==> src/rtl/router_nport.sv <==
// rtl/router_nport.sv - packet router: header decode, parity/length check, per-channel FIFOs with idle flush
module router_nport #(
    parameter int DW      = 8,
    parameter int NPORT   = 3,
    parameter int DEPTH   = 16,
    parameter int TIMEOUT = 30
) (
    input  logic                clk,
    input  logic                rst,
    input  logic [DW-1:0]       din,
    input  logic                pkt_valid,
    input  logic [NPORT-1:0]    rd_en,
    output logic [NPORT-1:0]    vld_out,
    output logic [NPORT*DW-1:0] dout,
    output logic                busy,
    output logic                err,
    output logic                drop
);
    localparam int AW = $clog2(DEPTH);
    localparam int TW = $clog2(TIMEOUT + 1);
    localparam int LW = DW - 2;
    localparam logic [2:0]  NP    = 3'(NPORT);
    localparam logic [AW:0] P_ONE = 1;
    localparam logic [TW-1:0] T_ONE = 1;

    typedef enum logic [1:0] {IDLE, LOAD, CHECK, DROP} state_t;
    state_t state, state_nxt;

    logic [1:0]       hdr_addr, cur_addr;
    logic [LW-1:0]    hdr_len, len_r, count_r;
    logic [DW-1:0]    par_r, rx_par_r;
    logic [NPORT-1:0] empty_v, full_v, flush_v, wr_v;
    logic [3:0]       empty_pad, full_pad, flush_pad;
    logic             addr_ok, hdr_take, drop_take, ld_take;

    assign hdr_addr = din[1:0];
    assign hdr_len  = din[DW-1:2];
    assign addr_ok  = {1'b0, hdr_addr} < NP;

    // Widen channel status to the full 2-bit address space so any header indexes safely.
    always_comb begin
        empty_pad = '1;
        full_pad  = '0;
        flush_pad = '0;
        for (int k = 0; k < NPORT; k++) begin
            empty_pad[k] = empty_v[k];
            full_pad[k]  = full_v[k];
            flush_pad[k] = flush_v[k];
        end
    end

    always_comb begin
        state_nxt = state;
        busy      = 1'b0;
        hdr_take  = 1'b0;
        drop_take = 1'b0;
        ld_take   = 1'b0;
        case (state)
            IDLE: begin
                if (pkt_valid) begin
                    if (!addr_ok) begin
                        drop_take = 1'b1;
                        state_nxt = DROP;
                    end else if (!empty_pad[hdr_addr]) begin
                        busy = 1'b1;
                    end else begin
                        hdr_take  = 1'b1;
                        state_nxt = LOAD;
                    end
                end
            end
            LOAD: begin
                busy    = full_pad[cur_addr];
                ld_take = !full_pad[cur_addr];
                // A flush of the target abandons the packet; a parity byte taken now ends it.
                if (flush_pad[cur_addr])
                    state_nxt = (ld_take && !pkt_valid) ? IDLE : DROP;
                else if (ld_take && !pkt_valid)
                    state_nxt = CHECK;
            end
            CHECK: begin
                busy      = 1'b1;
                state_nxt = IDLE;
            end
            DROP: begin
                if (!pkt_valid)
                    state_nxt = IDLE;
            end
            default: state_nxt = IDLE;
        endcase
    end

    always_ff @(posedge clk) begin
        if (rst) begin
            state    <= IDLE;
            cur_addr <= '0;
            len_r    <= '0;
            count_r  <= '0;
            par_r    <= '0;
            rx_par_r <= '0;
            err      <= 1'b0;
            drop     <= 1'b0;
        end else begin
            state <= state_nxt;
            drop  <= drop_take;
            if (hdr_take) begin
                cur_addr <= hdr_addr;
                len_r    <= hdr_len;
                par_r    <= din;
                count_r  <= '0;
            end
            if (ld_take && !flush_pad[cur_addr]) begin
                if (pkt_valid) begin
                    par_r   <= par_r ^ din;
                    count_r <= count_r + LW'(1);
                end else begin
                    rx_par_r <= din;
                end
            end
            if (state == CHECK)
                err <= (rx_par_r != par_r) || (count_r != len_r);
        end
    end

    for (genvar k = 0; k < NPORT; k++) begin : g_ch
        logic [DW-1:0]   mem [DEPTH];
        logic [AW:0]     wptr, rptr;
        logic [TW-1:0]   timer;
        logic [DW-1:0]   dout_r;
        logic            rd_ok;

        assign empty_v[k] = (wptr == rptr);
        assign full_v[k]  = (wptr[AW] != rptr[AW]) && (wptr[AW-1:0] == rptr[AW-1:0]);
        assign flush_v[k] = (timer == TW'(TIMEOUT));
        assign wr_v[k]    = ((hdr_take && hdr_addr == 2'(k)) ||
                             (ld_take && cur_addr == 2'(k))) && !flush_v[k];
        assign rd_ok      = rd_en[k] && !empty_v[k] && !flush_v[k];
        assign vld_out[k] = !empty_v[k];
        assign dout[k*DW +: DW] = dout_r;

        always_ff @(posedge clk) begin
            if (rst) begin
                wptr   <= '0;
                rptr   <= '0;
                timer  <= '0;
                dout_r <= '0;
            end else if (flush_v[k]) begin
                wptr  <= '0;
                rptr  <= '0;
                timer <= '0;
            end else begin
                if (wr_v[k])
                    wptr <= wptr + P_ONE;
                if (rd_ok) begin
                    rptr   <= rptr + P_ONE;
                    dout_r <= mem[rptr[AW-1:0]];
                end
                if (!empty_v[k] && !rd_en[k])
                    timer <= timer + T_ONE;
                else
                    timer <= '0;
            end
        end

        always_ff @(posedge clk) begin
            if (wr_v[k])
                mem[wptr[AW-1:0]] <= din;
        end
    end
endmodule

==> config.mk <==
export PLATFORM = sky130hd
export DESIGN_NAME = router_nport
export DESIGN_NICKNAME = d
export VERILOG_FILES = /design/src/rtl/router_nport.sv
export SDC_FILE = /design/constraint.sdc
export NUM_CORES = 1
export LEC_CHECK = 0
export CAP_MARGIN = 30
export CORE_MARGIN = 2
export CORE_UTILIZATION = 47
export CTS_BUF_LIST = sky130_fd_sc_hd__clkbuf_2 sky130_fd_sc_hd__clkbuf_4 sky130_fd_sc_hd__clkbuf_8
export DETAILED_ROUTE_END_ITERATION = 12
export PLACE_DENSITY_LB_ADDON = 0.25
export SYNTH_ARGS = -nofsm -noshare
export SYNTH_HDL_FRONTEND = slang
export SYNTH_SLANG_ARGS = --single-unit
export TNS_END_PERCENT = 100
==> constraint.sdc <==
create_clock -name clk -period 3.07 [get_ports clk]
set_input_delay 0.307 -clock clk [delete_from_list [all_inputs] [get_ports clk]]
set_output_delay 0.307 -clock clk [all_outputs]
set_load 0.01 [all_outputs]
======== After elaboration in Yosys (flattened, before gate mapping) ========
Memories as Yosys holds them, arrays and structs flattened. A register that Yosys moved wholly into a read port is not among the register bits.
Cells that the tools add are included.
W data, S select, Z words.
cells by class
  bitwise operators ....................... 9
  magnitude comparators ................... 3
  reductions and logical operators ........ 54
  equality and inequality tests ........... 25
  multiplexer cells ....................... 36
  $add $sub $neg .......................... 10
operator list
  operator               number
  $add A5 B1 Y5 const B  9
  $mux W8                3
  $logic_and A1 B1 Y1    23
  $mux W1                18
  $mux W6                3
  $eq A5 B5 Y1           3
  $eq A5 B5 Y1 const B   3
  $mux W2                7
  $eq A4 B4 Y1           3
  $logic_not A1 Y1       12
  $reduce_or A3 Y1       4
  $eq A2 B2 Y1 const B   4
  $ne A8 B8 Y1           1
  $not A1 Y1             8
  $pmux W2 S4            1
  $reduce_and A2 Y1      4
  $xor A8 B8 Y8          1
  $add A6 B1 Y6 const B  1
  $bmux W1 S2            3
  $eq A2 B1 Y1 const B   3
  $logic_not A2 Y1       3
  $lt A2 B3 Y1 const B   2
  $ne A3 B3 Y1 const B   2
  $ne A6 B6 Y1           1
  7 further kinds        15
storage, ports and cells
  word-level logic and storage cells ...... 157
  memory bits (writable) .................. 384
  output and inout bits ................... 30
  input port bits ......................... 14
  register bits after elaboration ......... 79
  memories kept ........................... 3
memory list
  memory       words  bits a word  rd ports  clocked after memory_dff  write ports  RTL line  source
  g_ch[0].mem  16     8            1         1                         1            126       logic [DW-1:0] mem [DEPTH];
  g_ch[1].mem  16     8            1         1                         1            126
  g_ch[2].mem  16     8            1         1                         1            126

======== Depth between registers and ports, before layout ========
  depth in word-level cells ............... 12
  gate-level depth with buffers ........... 10
  gate-level depth less buffers ........... 8

======== Worst setup path after synthesis ========
Ideal clock, no wire load.
  kind .................................... register to register
  from .................................... register g_ch[0].rptr[0]
  to ...................................... memory g_ch[0].mem[3][0], enable pin
  cell stages (with the launch flop) ...... 8
  library setup time ...................... 383 ps
  clock period less this slack ............ 2596 ps
  setup slack ............................. 474 ps
  arrival time ............................ 2213 ps
  data required time ...................... 2687 ps
  buffers on the path ..................... 1
  cells stage by stage .................... dfxtp_1 -> buf_4 -> xor2_1 -> nor4_4 -> a22oi_1 -> nor3_2 -> nand2_1 -> nor3_1
on the way
  word-level cells in the longest chain between the ends .. 12
  elaborated cells between the ends (all ways) .. 19
  those cells by class .................... 2 x eq/ne; 11 x mux; 6 x reduce/logical
RTL lines
  what                               RTL line  source
  from (decl)                        127       logic [AW:0] wptr, rptr;
  from (signal assigned)             155       rptr <= rptr + P_ONE;
  $eq A5 B5 Y1                       132       assign empty_v[k] = (wptr == rptr);
  $bmux W1 S2                        64        end else if (!empty_pad[hdr_addr]) begin
  $mux W1 (not written as such)      64
  $mux W1                            64
  $mux W1                            61        if (!addr_ok) begin
  $mux W1                            60        if (pkt_valid) begin
  $mux W1                            58        case (state)
  $logic_and A1 B1 Y1                135       assign wr_v[k] = ((hdr_take && hdr_addr == 2'(k)) ||
  $logic_or A1 B1 Y1 (*)             135
  $logic_and A1 B1 Y1 (*)            136       (ld_take && cur_addr == 2'(k))) && !flush_v[k];
  $mux W1 (*)                        166       if (wr_v[k])
  $mux W1 (not written as such) (*)  167       mem[wptr[AW-1:0]] <= din;
  to (decl)                          126
Every way passes the cells marked *; elsewhere a longest branch is shown, timed or not. The select of a mux whose other input is x is not followed.

======== Final worst setup path ========
  from .................................... register g_ch[0].wptr[3]
  to ...................................... output busy
on the way
  word-level cells in the longest chain between the ends .. 7
  elaborated cells between the ends (all ways) .. 11
  those cells by class .................... 2 x eq/ne; 8 x mux; 1 x reduce/logical
RTL lines
  what                           RTL line  source
  from (decl)                    127
  from (signal assigned)         153       wptr <= wptr + P_ONE;
  $eq A5 B5 Y1                   132
  $bmux W1 S2                    64
  $mux W1 (not written as such)  64
  $mux W1                        64
  $mux W1                        61
  $mux W1                        60
  $pmux W1 S3 (*)                58
  to (decl)                      15        output logic busy,
Marks and branches as above.

==> results_dict.tcl <==
set metrics [dict create \
    outcome "complete, no violations" \
    gp_congestion 0.791 \
    rsz0062_at_grt "false" \
    r2r_cells 7 \
    clk_latency_ns 0.63 \
    tritoncts "done" \
    power_switching_mw 3.64 \
    worst-setup-path-type "flop to output port" \
    fmax_mhz 354 \
    drtIter0Drc 777 \
    yosys.area.top_type "edfxtp_1" \
    cts_made_buffers 78 \
    switching_share_pct 24.1 \
    syn-num-nets 1192 \
    timing.rr.start "g_ch[1].wptr[0]$_SDFFE_PP0P_" \
    hp-class "input pin to flop" \
    place_area_um2 21000 \
    clock_power_share_pct 38.1 \
    synth_edf_count 384 \
    cap_violations 0 \
    irDropWorstVdd_v 0.000319 \
    clockBufferDepth 3 \
    pwr-share-seq_pct 48.7 \
    yosys_warnings 0 \
    dieArea_um2 43700 \
    final-hold-violation-count 0 \
    final_area_um2 22700 \
    synth-seq-cells 487 \
    layout_commonest_cell "edfxtp_1" \
    holdPathStages 1 \
    clkSinkCount 487 \
    gr-total-overflow 0 \
    synth_area_leaders "edfxtp_1 58%, mux4_2 14%, dfxtp_1 10%, nor2_1 1.7%, mux2i_1 1.5%" \
    clock_skew_ns 0.0331 \
    post-dp-hpwl_um 26700 \
    fin_crit_ns 2.83 \
    nets 1312 \
    htreeDepth 3 \
    rows 75 \
    rr_endpoint "g_ch[1].mem[10][1]$_DFFE_PP_" \
    grt_usage_pct 20.3 \
    ctsHoldBuffers 0 \
    first_pass_iters 5 \
    grt_antenna_before_repair 0 \
    grt_max_degree 53 \
    power.leakage_nw 7.41 \
    routedWlPerCell_um 22.9 \
    floorplan.initialDensity_pct 47.3 \
    ys_seq_area_share_pct 68.8 \
    area.growth.synth_to_final_pct 14.8 \
    fillCellCount 3297 \
    core_area_um2 41800 \
    p_int_mw 11.4 \
    setup_viol 0 \
    r2r_slack_ns 0.42 \
    syn_area_um2 19800 \
    endpoint_kind "output port" \
    io_buffer_count 43 \
    grt_pass1_vias 10700 \
    post-route-period-util_pct 92.0 \
    clkTransAtPathRegs_ns 0.06 \
    vias 10600 \
    relSlewSlack_pct 45.0 \
    cts-root-buf "clkbuf_8" \
    slew_viol_final 0 \
    synth_cell_types 59 \
    synthArstFlopShare_pct 0 \
    crit_fanout 10 \
    tightest_slew_ns 0.825 \
    pwr-share-comb_pct 13.2 \
    drc 0 \
    whs_endpoint "g_ch[0].mem[15][4]$_DFFE_PP_" \
    die_w_um 209 \
    synth.top_cell.area_share_pct 58.3 \
    drive_gt1_share_pct 27.1 \
    vias_per_cell 5.63 \
    pwr_density_cell_nw_per_um2 665 \
    final_cell_mix "384 x edfxtp_1, 120 x mux4_2, 91 x dfxtp_1" \
    chipHeight_um 209 \
    syn_inst 1156 \
    drtAntennaViolNets 0 \
    critical_path_required_ns 2.76 \
    synthFlopType "edfxtp_1" \
    grt_pass1_wl_um 65700 \
    ios 44 \
    syn_area_per_cell_um2 17.1 \
    timing.hold.ws_ns 0.125 \
    arrival_ns 2.52 \
    critPathLaunchType "flop" \
    tns_ns 0 \
    finalWirelength_um 43100 \
    hp-start "din[4]" \
]
sequential cells by signal (all words and copies together), names as in the netlist:
name,count
err,1
g_ch.mem,384
g_ch.rptr,15
count_r,6
par_r,8
g_ch.wptr,15
drop,1
g_ch.timer,15
cur_addr,2
len_r,6
g_ch.dout_r,24
rx_par_r,8
state,2
worst max-delay path, stage by stage, from the launching register on:
cell	delay [ns]
dfxtp_2	0.45
xor2_1	0.14
nor4_4	0.26
nand2_2	0.14
o21ai_1	0.17
o21ai_0	0.09
a221o_1	0.36
dlygate4sd2_1	0.30
per-layer routing:
metal | up-vias | routed length (µm) | GRT usage [%]
met5 | - | 0 | 0
met4 | 0 | 854 | 6.75
met3 | 59 | 2580 | 4.52
met2 | 309 | 20100 | 31.3
met1 | 5448 | 19600 | 28.7
li1 | 4750 | - | -
cell usage after synthesis (18+ instances only):
| cell type | instances |
|---|---|
| mux4_2 | 120 |
| mux2i_1 | 29 |
| ha_1 | 22 |
| nand3_1 | 40 |
| xnor2_1 | 30 |
| nand2_1 | 48 |
| xor2_1 | 30 |
| and2_1 | 18 |
| nor2_1 | 89 |
| dfxtp_1 | 103 |
| inv_1 | 22 |
| edfxtp_1 | 384 |
| a21oi_1 | 25 |
| clkbuf_1 | 28 |
| buf_2 | 19 |
metrics by stage:
stage	worst slack, ns	power (mW)	utilization [%]	instances
after global routing	0.0490	15.7	54.3	1876
final	0.245	15.1	54.3	1878
after global placement	0.138	9.46	50.2	1732
after detailed placement	0.109	9.48	50.2	1732
after floorplan	0.474	8.79	-	1156
after CTS	0.192	15.2	54.3	1875
cell type report:
class	count	area, µm²	share of cell area [%]
Sequential cell	487	13600	60.0
Multi-Input combinational cell	585	5850	25.8
Clock buffer	110	1380	6.07
Timing Repair Buffer	102	840	3.70
Tap cell	539	674	2.97
Clock inverter	31	254	1.12
Inverter	22	82.6	0.364
Antenna cell	2	5.00	0.0221
worst max path at each step:
| stage | start | to | slack [ns] | cells after the start |
|---|---|---|---|---|
| global route | g_ch[0].wptr[3]$_SDFFE_PP0P_ | busy | 0.05 | 7 |
| finish | g_ch[0].wptr[3]$_SDFFE_PP0P_ | busy | 0.24 | 7 |
| detailed placement | pkt_valid | g_ch[1].mem[9][7]$_DFFE_PP_ | 0.11 | 7 |
| floorplan | g_ch[0].rptr[0]$_SDFFE_PP0P_ | g_ch[0].mem[3][0]$_DFFE_PP_ | 0.47 | 7 |
| CTS | g_ch[1].wptr[0]$_SDFFE_PP0P_ | busy | 0.19 | 7 |
| global placement | pkt_valid | g_ch[1].mem[9][7]$_DFFE_PP_ | 0.14 | 7 |
timing repair:
item / CTS / global route
buffers inserted: 2 / 0
resized for setup: 20 / 0
endpoints found under the setup margin: 1 / 0
kinds of logic after synthesis:
logic type / Yosys count / synth area share [%]
DFF: 487 / 68.8
buffers and inverters: 84 / 1.97
xor gates and xnor gates: 60 / 2.66
adders and majority gates: 22 / 1.39
AOI/OAI and AO/OA: 74 / 2.54
muxes: 151 / 15.3
and+or+nand+nor: 278 / 7.44
power groups by stage:
stage | combinational [mW] | sequential, mW | clock, mW
3_3_place_gp | 1.97 | 7.49 | 0
6_report | 1.99 | 7.35 | 5.74
5_1_grt | 2.14 | 7.36 | 6.19
4_1_cts | 2.02 | 7.35 | 5.87
3_5_place_dp | 1.99 | 7.49 | 0
2_1_floorplan | 1.30 | 7.49 | 0
Power figures use the tool's default switching activity.
